==> src/rtl/cpu_defs_pkg.sv <==
// Shared CPU definitions: opcodes, sequencer steps, control-strobe bundle.
package cpu_defs_pkg;
  localparam int OPC_W  = 5;
  localparam int STEP_W = 4;

  localparam logic [OPC_W-1:0] OP_LD   = 5'b00000;
  localparam logic [OPC_W-1:0] OP_LDI  = 5'b00001;
  localparam logic [OPC_W-1:0] OP_ST   = 5'b00010;
  localparam logic [OPC_W-1:0] OP_ADD  = 5'b00011;
  localparam logic [OPC_W-1:0] OP_SUB  = 5'b00100;
  localparam logic [OPC_W-1:0] OP_AND  = 5'b00101;
  localparam logic [OPC_W-1:0] OP_OR   = 5'b00110;
  localparam logic [OPC_W-1:0] OP_SHR  = 5'b00111;
  localparam logic [OPC_W-1:0] OP_SHL  = 5'b01000;
  localparam logic [OPC_W-1:0] OP_ROR  = 5'b01001;
  localparam logic [OPC_W-1:0] OP_ROL  = 5'b01010;
  localparam logic [OPC_W-1:0] OP_ADDI = 5'b01011;
  localparam logic [OPC_W-1:0] OP_ANDI = 5'b01100;
  localparam logic [OPC_W-1:0] OP_ORI  = 5'b01101;
  localparam logic [OPC_W-1:0] OP_MUL  = 5'b01110;
  localparam logic [OPC_W-1:0] OP_DIV  = 5'b01111;
  localparam logic [OPC_W-1:0] OP_NEG  = 5'b10000;
  localparam logic [OPC_W-1:0] OP_NOT  = 5'b10001;
  localparam logic [OPC_W-1:0] OP_BR   = 5'b10010;
  localparam logic [OPC_W-1:0] OP_JR   = 5'b10011;
  localparam logic [OPC_W-1:0] OP_JAL  = 5'b10100;
  localparam logic [OPC_W-1:0] OP_IN   = 5'b10101;
  localparam logic [OPC_W-1:0] OP_OUT  = 5'b10110;
  localparam logic [OPC_W-1:0] OP_MFHI = 5'b10111;
  localparam logic [OPC_W-1:0] OP_MFLO = 5'b11000;
  localparam logic [OPC_W-1:0] OP_NOP  = 5'b11001;
  localparam logic [OPC_W-1:0] OP_HALT = 5'b11010;

  typedef enum logic [STEP_W-1:0] {
    ST_RESET, ST_T0, ST_T1, ST_T2, ST_T3, ST_T4, ST_T5, ST_T6, ST_T7, ST_HALT
  } step_t;

  typedef struct packed {
    logic Run;
    logic PCout, ZLowout, ZHighout, MDRout, HIout, LOout, InPortout, Cout, BAout, R_out;
    logic PC_enable, MAR_enable, MDR_enable, IR_enable, Y_enable, ZLowIn, ZHighIn;
    logic HI_enable, LO_enable, R_in, OutPort_enable, CON_enable;
    logic IncPC, MDR_read, RAM_write, Gra, Grb, Grc;
  } ctrl_t;

  // Final execute step of each opcode; reserved/nop/halt and all single-step
  // opcodes end at T3.
  function automatic step_t last_step(input logic [OPC_W-1:0] op);
    if (op == OP_LD || op == OP_ST) return ST_T7;
    else if (op <= OP_ORI)          return ST_T5;
    else if (op <= OP_DIV)          return ST_T6;
    else if (op <= OP_NOT)          return ST_T4;
    else if (op == OP_BR)           return ST_T6;
    else if (op == OP_JAL)          return ST_T4;
    else                            return ST_T3;
  endfunction
endpackage

==> src/rtl/control_unit_if.sv <==
// Control unit <-> datapath bundle: instruction/flag inputs, strobe outputs.
interface control_unit_if;
  import cpu_defs_pkg::*;
  logic [31:0] IR;
  logic        CON_FF;
  logic        Stop;
  ctrl_t       ctl;

  modport master (input IR, CON_FF, Stop, output ctl);
  modport slave  (output IR, CON_FF, Stop, input ctl);
endinterface

==> src/rtl/ctrl_decode.sv <==
// Pure combinational strobe decode from (step, opcode, CON_FF).
module ctrl_decode
  import cpu_defs_pkg::*;
(
  input  step_t            step,
  input  logic [OPC_W-1:0] opc,
  input  logic             con_ff,
  output ctrl_t            ctl
);
  logic is_mem, is_alu_r, is_alu_i, is_md, is_un;

  assign is_mem   = (opc <= OP_ST);
  assign is_alu_r = (opc >= OP_ADD)  && (opc <= OP_ROL);
  assign is_alu_i = (opc >= OP_ADDI) && (opc <= OP_ORI);
  assign is_md    = (opc == OP_MUL)  || (opc == OP_DIV);
  assign is_un    = (opc == OP_NEG)  || (opc == OP_NOT);

  // Steps beyond an opcode's last step are never reached, so rows need no guard.
  always_comb begin
    ctl     = '0;
    ctl.Run = (step != ST_RESET) && (step != ST_HALT);
    unique case (step)
      ST_T0: begin ctl.PCout = 1'b1; ctl.MAR_enable = 1'b1; ctl.IncPC = 1'b1; ctl.ZLowIn = 1'b1; end
      ST_T1: begin ctl.ZLowout = 1'b1; ctl.PC_enable = 1'b1; ctl.MDR_read = 1'b1; ctl.MDR_enable = 1'b1; end
      ST_T2: begin ctl.MDRout = 1'b1; ctl.IR_enable = 1'b1; end
      ST_T3: begin
        if (is_mem) begin ctl.Grb = 1'b1; ctl.BAout = 1'b1; ctl.Y_enable = 1'b1; end
        if (is_alu_r || is_alu_i) begin ctl.Grb = 1'b1; ctl.R_out = 1'b1; ctl.Y_enable = 1'b1; end
        if (is_md) begin ctl.Gra = 1'b1; ctl.R_out = 1'b1; ctl.Y_enable = 1'b1; end
        if (is_un) begin ctl.Grb = 1'b1; ctl.R_out = 1'b1; ctl.ZLowIn = 1'b1; end
        if (opc == OP_BR)   begin ctl.Gra = 1'b1; ctl.R_out = 1'b1; ctl.CON_enable = 1'b1; end
        if (opc == OP_JR)   begin ctl.Gra = 1'b1; ctl.R_out = 1'b1; ctl.PC_enable = 1'b1; end
        if (opc == OP_JAL)  begin ctl.PCout = 1'b1; ctl.Grb = 1'b1; ctl.R_in = 1'b1; end
        if (opc == OP_IN)   begin ctl.InPortout = 1'b1; ctl.Gra = 1'b1; ctl.R_in = 1'b1; end
        if (opc == OP_OUT)  begin ctl.Gra = 1'b1; ctl.R_out = 1'b1; ctl.OutPort_enable = 1'b1; end
        if (opc == OP_MFHI) begin ctl.HIout = 1'b1; ctl.Gra = 1'b1; ctl.R_in = 1'b1; end
        if (opc == OP_MFLO) begin ctl.LOout = 1'b1; ctl.Gra = 1'b1; ctl.R_in = 1'b1; end
      end
      ST_T4: begin
        if (is_mem || is_alu_i) begin ctl.Cout = 1'b1; ctl.ZLowIn = 1'b1; end
        if (is_alu_r) begin ctl.Grc = 1'b1; ctl.R_out = 1'b1; ctl.ZLowIn = 1'b1; end
        if (is_md) begin ctl.Grb = 1'b1; ctl.R_out = 1'b1; ctl.ZLowIn = 1'b1; ctl.ZHighIn = 1'b1; end
        if (is_un) begin ctl.ZLowout = 1'b1; ctl.Gra = 1'b1; ctl.R_in = 1'b1; end
        if (opc == OP_BR)  begin ctl.PCout = 1'b1; ctl.Y_enable = 1'b1; end
        if (opc == OP_JAL) begin ctl.Gra = 1'b1; ctl.R_out = 1'b1; ctl.PC_enable = 1'b1; end
      end
      ST_T5: begin
        if (opc == OP_LDI || is_alu_r || is_alu_i) begin ctl.ZLowout = 1'b1; ctl.Gra = 1'b1; ctl.R_in = 1'b1; end
        if (opc == OP_LD || opc == OP_ST) begin ctl.ZLowout = 1'b1; ctl.MAR_enable = 1'b1; end
        if (is_md) begin ctl.ZLowout = 1'b1; ctl.LO_enable = 1'b1; end
        if (opc == OP_BR) begin ctl.Cout = 1'b1; ctl.ZLowIn = 1'b1; end
      end
      ST_T6: begin
        if (opc == OP_LD) begin ctl.MDR_read = 1'b1; ctl.MDR_enable = 1'b1; end
        if (opc == OP_ST) begin ctl.Gra = 1'b1; ctl.R_out = 1'b1; ctl.MDR_enable = 1'b1; end
        if (is_md) begin ctl.ZHighout = 1'b1; ctl.HI_enable = 1'b1; end
        if (opc == OP_BR) begin ctl.ZLowout = 1'b1; ctl.PC_enable = con_ff; end
      end
      ST_T7: begin
        if (opc == OP_LD) begin ctl.MDRout = 1'b1; ctl.Gra = 1'b1; ctl.R_in = 1'b1; end
        if (opc == OP_ST) ctl.RAM_write = 1'b1;
      end
      default: ;
    endcase
  end
endmodule

==> src/rtl/control_unit.sv <==
// Hardwired Moore sequencer: step register, next-step logic, Stop/halt handling.
module control_unit
  import cpu_defs_pkg::*;
(
  input  logic Clock,
  input  logic Clear,
  control_unit_if.master bus
);
  step_t            step, step_nx;
  logic [OPC_W-1:0] opc;
  ctrl_t            ctl;

  assign opc = bus.IR[31 -: OPC_W];

  // Step register; Clear aborts any instruction immediately.
  always_ff @(posedge Clock or posedge Clear) begin
    if (Clear) step <= ST_RESET;
    else       step <= step_nx;
  end

  // Advance through the steps; at an instruction boundary go to HALT on
  // halt opcode or a pending Stop, otherwise back to fetch.
  always_comb begin
    step_nx = step;
    unique case (step)
      ST_RESET: step_nx = ST_T0;
      ST_HALT:  step_nx = ST_HALT;
      default: begin
        if (step == last_step(opc))
          step_nx = (opc == OP_HALT || bus.Stop) ? ST_HALT : ST_T0;
        else
          step_nx = step_t'(step + 4'd1);
      end
    endcase
  end

  ctrl_decode u_dec (
    .step   (step),
    .opc    (opc),
    .con_ff (bus.CON_FF),
    .ctl    (ctl)
  );

  assign bus.ctl = ctl;
endmodule

==> src/flat_wrapper.sv <==
// flat-port wrapper written by rule: the top's interface ports become plain ports
module control_unit_flat import cpu_defs_pkg::*;
  (Clock, Clear, bus_IR, bus_CON_FF, bus_Stop, bus_ctl);
  control_unit_if bus_i ();
  input  logic Clock;
  input  logic Clear;
  input wire logic [$bits(bus_i.IR)-1:0] bus_IR;
  input wire logic [$bits(bus_i.CON_FF)-1:0] bus_CON_FF;
  input wire logic [$bits(bus_i.Stop)-1:0] bus_Stop;
  output wire logic [$bits(bus_i.ctl)-1:0] bus_ctl;
  assign bus_i.IR = bus_IR;
  assign bus_i.CON_FF = bus_CON_FF;
  assign bus_i.Stop = bus_Stop;
  assign bus_ctl = bus_i.ctl;
  control_unit u_core (.Clock(Clock), .Clear(Clear), .bus(bus_i));
endmodule
==> config.mk <==
export PLATFORM = sky130hd
export DESIGN_NAME = control_unit_flat
export DESIGN_NICKNAME = d
export VERILOG_FILES = /design/src/rtl/cpu_defs_pkg.sv /design/src/rtl/control_unit_if.sv /design/src/rtl/ctrl_decode.sv /design/src/rtl/control_unit.sv /design/src/flat_wrapper.sv
export SDC_FILE = /design/constraint.sdc
export NUM_CORES = 1
export LEC_CHECK = 0
export ABC_AREA = 1
export CORE_UTILIZATION = 36
export DETAILED_ROUTE_END_ITERATION = 10
export HOLD_SLACK_MARGIN = 0.1
export PLACE_DENSITY_LB_ADDON = 0.05
export SLEW_MARGIN = 20
export SYNTH_ARGS = -nofsm -noshare
export SYNTH_HDL_FRONTEND = slang
export SYNTH_HIERARCHICAL = 1
export SYNTH_SLANG_ARGS = --single-unit
==> constraint.sdc <==
create_clock -name Clock -period 1.55 [get_ports Clock]
set_input_delay 0.31 -clock Clock [delete_from_list [all_inputs] [get_ports Clock]]
set_output_delay 0.31 -clock Clock [all_outputs]
set_load 0.005 [all_outputs]
==> impl_metrics.py, run 1 <==
metrics = {
    "detailed_routing": {
        "num_vias": 2010,
        "wl_per_cell_um": 20.3,
        "via_per_inst": 6.00,
        "drtIter0Drc": 115,
        "antenna_left": 0,
        "drc": 0,
        "drt-total-wl_mm": 6.81,
        "firstDrtPassIters": 5,
    },
    "sta": {
        "layout_min_cycle_time_ps": 2050,
        "setup_ws_ps": -502,
        "max_freq_mhz": 487,
        "timing.final.hold_violations": 0,
        "fin_skew_ps": 11.4,
        "worst_pin_slew_ps": 334,
        "setup_viol": 29,
        "rsz0062_at_grt": "true",
        "tns_ps": -9500,
        "max-slew-margin-rel_pct": 77.7,
        "timing.final.max_slew_violations": 0,
        "period_share_pct": 132,
    },
    "clock_network": {
        "cts_tree": "built",
        "path_clk_slew_ps": 40,
        "clk_latency_ps": 230,
        "ctsHoldBuffers": 0,
        "cts_made_buffers": 3,
        "cts_sinks": 4,
        "htree_levels": 1,
        "cts_root_buf": "clkbuf_4",
        "cts_buffer_depth": 2,
    },
    "outcome": {
        "violations": "negative setup slack",
        "status": "finished with violations",
    },
    "global_route": {
        "grt_pass1_vias": 1718,
        "grt_overflow": 0,
        "met2_usage_pct": 69.3,
        "grt_util_met1_pct": 35.0,
        "met3_usage_pct": 5.93,
        "grt_use_total_pct": 36.1,
        "grt_busiest_layer": "met2",
        "grt_antenna_before_repair": 0,
        "grt_pass1_wl_mm": 7.65,
        "grt_max_degree": 10,
    },
    "place": {
        "dpl.hpwl_mm": 2.93,
        "dp_cells": 295,
        "gp_congestion": 0.908,
        "post-place-ws_ps": -915,
        "portBuffers": 37,
    },
    "pwr": {
        "p_int_uw": 296,
        "power-per-cell-area_nw_per_um2": 200,
        "p_sw_uw": 182,
        "p_leak_nw": 1.39,
        "power.total_uw": 477,
        "switching_share_pct": 38.0,
        "pwr-share-clk_pct": 27.1,
        "seqPwrFrac_pct": 22.0,
        "combPwrFrac_pct": 51.0,
        "vdd_drop_max_v": 0.000385,
    },
    "die": {
        "dieHeight_um": 54.0,
        "start_util_pct": 38.6,
        "dieArea_um2": 2920,
        "die_w_um": 54.0,
        "coreArea_um2": 2520,
        "rows": 18,
        "boundaryPins": 65,
    },
    "yosys": {
        "syn-instance-count": 181,
        "ys_warn_count": 6,
        "yosysMostFrequentCell": "nand2_1",
        "synth_area_leaders": "nand2_1 18%, dfrtp_1 10%, inv_1 9.6%, nor2_1 9.6%, nand3_1 9.2%",
        "synth_area_um2": 975,
        "synth_seq_area_share_pct": 10.3,
        "yosysTopAreaCell": "nand2_1",
        "synth_seq_cells": 4,
        "synth_top_area_share_pct": 18.5,
        "synthDistinctLibCells": 31,
        "synth_edf_count": 0,
        "async_reset_ff_share_pct": 100,
        "syn_area_per_cell_um2": 5.39,
        "synth_flop_cell": "dfrtp_1",
        "mappedNetlistNets": 220,
        "netlist_top_cells_count": "48 x nand2_1, 25 x inv_1, 25 x nor2_1",
    },
    "critical_path": {
        "start_kind": "register",
        "crit_path_end_kind": "output pin",
        "arrival_ps": 1740,
        "cp_max_fo": 4,
        "critPathKind": "reg -> out",
        "cp_data_required_time_ps": 1240,
    },
    "flow_run": {
        "maxCapViolCount": 0,
    },
    "cells_and_area": {
        "layout.cells.non_filler": 335,
        "drive_above_1_share_pct": 67.5,
        "reg.largest.list": "u_core/step: 4 flops",
        "nFillCells": 75,
        "largest_reg_flops": 4,
        "diodes": 0,
        "layout.nets": 346,
        "area.growth.synth_to_final_pct": 145,
        "final_core_util_pct": 94.6,
        "largest_register": "u_core/step",
    },
    "min_path": {
        "hold_path_class": "in -> async",
    },
}
==> per-stage QoR <==
step	instance area, µm²	hold WS, ps
floorplan	975	76.1
detailed placement	1740	495
global placement	1740	491
global route	2390	315
finish	2390	300
CTS	2130	282
==> power groups by stage <==
stage | sequential, mW | combinational [mW] | clock, mW
detailed placement | 0.106 | 0.169 | 0
floorplan | 0.106 | 0.0734 | 0
global placement | 0.106 | 0.165 | 0
global route | 0.105 | 0.256 | 0.139
CTS | 0.105 | 0.199 | 0.125
finish | 0.105 | 0.243 | 0.129
==> per-layer routing <==
layer | share of wire [%] | wire [µm]
met1 | 35 | 2400
met2 | 48 | 3240
met3 | 9.6 | 655
met4 | 7.6 | 517
met5 | 0 | 0
==> placed cells by master, fill, tap and decap left out, drive strengths merged <==
cell	Yosys	routed
buf	3	119
nand2	55	55
nor2	30	30
inv	27	26
nand3	22	22
nor3	7	7
a21oi	6	6
nand4	5	5
o21ai	5	5
clkbuf	0	4
dfrtp	4	4
clkdlybuf4s50	0	3
ha	3	3
or2	2	2
nor4	2	2
o22ai	2	2
clkdlybuf4s15	0	1
xnor2	1	1
nand3b	1	1
xor2	1	1
o21bai	1	1
o211ai	1	1
clkinv	0	1
a21boi	1	1
and2	1	1
o31ai	1	1
==> worst paths after layout <==
kind	slack, ps	cells after the start	endpoint	startpoint
max	-500	9	bus_ctl[12]	u_core/step[3]$_DFF_PP0_
min	300	2	u_core/step[3]$_DFF_PP0_	Clear
max reg2reg	200	7	u_core/step[3]$_DFF_PP0_	u_core/step[3]$_DFF_PP0_
min reg2reg	760	3	u_core/step[2]$_DFF_PP0_	u_core/step[2]$_DFF_PP0_
max in group asynchronous	1060	2	u_core/step[1]$_DFF_PP0_	Clear
min in group Clock	670	5	u_core/step[3]$_DFF_PP0_	bus_IR[29]
==> worst max-delay path, stage by stage (launching register included) <==
cell and delay [ps]:
dfrtp_1 410, inv_2 90, nand2_4 90, buf_12 140
nor3_4 180, buf_6 150, buf_4 110, nand2_2 70
o211ai_1 110, buf_2 140
==> kinds of logic after synthesis <==
group / synth area share [%]
adders and majority gates: 3.85
DFF: 10.3
xor gates and xnor gates: 1.80
buffers and inverters: 12.2
AOI/OAI and AO/OA: 10.4
and+or+nand+nor: 61.5
==> layout make-up <==
type / count / area, µm² / area share (%)
clock buffers: 3 / 22.5 / 0.944
multi-input cells: 147 / 1090 / 45.6
well taps: 30 / 37.5 / 1.57
flip-flops and latches: 4 / 104 / 4.35
inverters: 27 / 114 / 4.77
repair buffers: 124 / 1020 / 42.7
==> repair_timing <==
action / CTS / global route
resized for setup: 223 / 48
setup buffers: 29 / 12
setup endpoints to repair: 33 / 29
pin swaps: 24 / 17
Power figures use the tool's default switching activity.
==> inputs of run 2 (changes only) <==
--- a/config.mk
+++ b/config.mk
@@ -9,7 +9,7 @@
 export CORE_UTILIZATION = 36
 export DETAILED_ROUTE_END_ITERATION = 10
 export HOLD_SLACK_MARGIN = 0.1
-export PLACE_DENSITY_LB_ADDON = 0.05
+export PLACE_DENSITY = 0.81
 export SLEW_MARGIN = 20
 export SYNTH_ARGS = -nofsm -noshare
 export SYNTH_HDL_FRONTEND = slang
==> impl_metrics.py, run 2 (synthesis results as in run 1) <==
metrics = {
    "critical_path": {
        "rr_worst_depth": 7,
        "cp_num_cells": 8,
        "cp_max_fo": 6,
        "crit_path_end_kind": "output pin",
        "critPathKind": "reg -> out",
        "r2r_slack_ps": 110,
        "path_cells": "nand2_2 -> nor2_4 -> buf_4 -> nand2_1 -> nand3_1 -> a21oi_1 -> nand2_1 -> buf_2",
        "crit_buf_inv": 2,
        "worstReg2RegEnd": "u_core/step[0]$_DFF_PP0_",
        "critPathLaunch": "u_core/step[0]$_DFF_PP0_",
        "cpPeakStageDelay_ps": 490,
        "arrival_ps": 1690,
        "cp_data_required_time_ps": 1240,
        "r2r-start": "u_core/step[0]$_DFF_PP0_",
        "start_kind": "register",
        "cp_common_cell": "nand2_1",
        "crit_end": "bus_ctl[2]",
        "crit_family": "flip-flops",
        "slowest_stage": "dfrtp_2",
    },
    "pwr": {
        "vdd_drop_max_v": 0.000485,
        "power-per-cell-area_nw_per_um2": 203,
        "p_leak_nw": 1.35,
        "power.total_uw": 474,
    },
    "cells_and_area": {
        "nFillCells": 105,
        "largest_register": "u_core/step",
        "reg.largest.list": "u_core/step: 4 flops",
        "diodes": 0,
        "final_core_util_pct": 92.5,
        "finalInstanceArea_um2": 2330,
        "mostFrequentLayoutCell": "buf_4",
        "area.growth.synth_to_final_pct": 139,
        "largest_reg_flops": 4,
        "multi_input_area_um2": 1090,
        "final_cell_mix": "57 x buf_4, 34 x nand2_1, 31 x buf_6, 24 x buf_2, 15 x nor2_4",
        "drive_above_1_share_pct": 66.9,
        "layout.nets": 340,
        "seq_area_um2": 103,
    },
    "min_path": {
        "hold_path_class": "in -> async",
    },
    "global_route": {
        "grt_overflow": 0,
        "grt_max_degree": 10,
        "grt_use_total_pct": 40.8,
        "grt_antenna_before_repair": 0,
        "grt_pass1_vias": 1857,
        "grt_pass1_wl_mm": 8.36,
    },
    "die": {
        "boundaryPins": 65,
        "dieArea_um2": 2920,
        "dieHeight_um": 54.0,
        "die_w_um": 54.0,
        "start_util_pct": 38.6,
        "rows": 18,
        "coreArea_um2": 2520,
    },
    "sta": {
        "timing.final.hold_violations": 0,
        "layout_min_cycle_time_ps": 2000,
        "setup_ws_ps": -449,
        "max-slew-margin-rel_pct": 74.8,
        "period_share_pct": 129,
        "rsz0062_at_grt": "true",
        "fin_skew_ps": 6.50,
        "max_freq_mhz": 500,
        "timing.final.max_slew_violations": 0,
        "worst_pin_slew_ps": 377,
        "setup_viol": 29,
        "tns_ps": -7530,
    },
    "outcome": {
        "violations": "negative setup slack",
        "status": "finished with violations",
    },
    "clock_network": {
        "ctsHoldBuffers": 0,
        "cts_made_buffers": 3,
        "htree_levels": 1,
        "cts_buffer_depth": 2,
        "clk_latency_ps": 250,
        "cts_sinks": 4,
        "path_clk_slew_ps": 40,
        "cts_root_buf": "clkbuf_4",
        "cts_tree": "built",
    },
    "place": {
        "place_area_um2": 1730,
        "post-place-ws_ps": -939,
        "gp_congestion": 0.918,
        "portBuffers": 37,
        "dpl.hpwl_mm": 2.74,
    },
    "detailed_routing": {
        "drc": 0,
        "drt-total-wl_mm": 6.99,
        "drtIter0Drc": 145,
        "num_vias": 2041,
        "antenna_left": 0,
        "wl_per_cell_um": 21.2,
        "via_per_inst": 6.20,
        "firstDrtPassIters": 4,
    },
    "flow_run": {
        "maxCapViolCount": 0,
    },
}
-- run 2: how the worst min path moves through the flow --
stage	from	end	cells past startpoint
final	Clear	u_core/step[1]$_DFF_PP0_	2
after global routing	Clear	u_core/step[1]$_DFF_PP0_	2
after CTS	Clear	u_core/step[0]$_DFF_PP0_	2
after detailed placement	Clear	u_core/step[3]$_DFF_PP0_	2
after global placement	Clear	u_core/step[3]$_DFF_PP0_	2
after floorplan	Clear	u_core/step[0]$_DFF_PP0_	1
-- run 2: where the power goes --
group	switching, mW	leakage [nW]	total, mW	internal, mW
registers	0	0.0435	0.105	0.105
clock network	0.0519	0.0138	0.139	0.0872
logic	0.139	1.29	0.230	0.0911
total	0.190	1.35	0.474	0.283
-- run 2: final cells by class --
| class | instances | share of cell area [%] |
|---|---|---|
| flip-flops and latches | 4 | 4.40 |
| multi-input cells | 147 | 46.6 |
| clock buffers | 3 | 0.966 |
| repair buffers | 118 | 41.5 |
| well taps | 30 | 1.61 |
| inverters | 27 | 4.99 |
-- run 2: through the flow --
stage | hold slack (ps) | instances
global placement | 494 | 294
finish | 254 | 329
detailed placement | 496 | 294
CTS | 240 | 325
floorplan | 76.1 | 181
global route | 286 | 329
-- run 2: routing by layer --
metal  track usage (%)  routed length (µm)  up-vias
met5                 0                   0        -
met4              32.1                 483        0
met3              10.2                 761       70
met2              74.1                3320      202
met1              38.6                2430      939
li1                  -                   -      830
-- run 2: timing repair --
| action | in CTS | in global routing |
|---|---|---|
| pin swaps | 36 | 6 |
| endpoints found under the setup margin | 33 | 29 |
| gates resized for setup | 243 | 29 |
| buffers inserted | 30 | 6 |
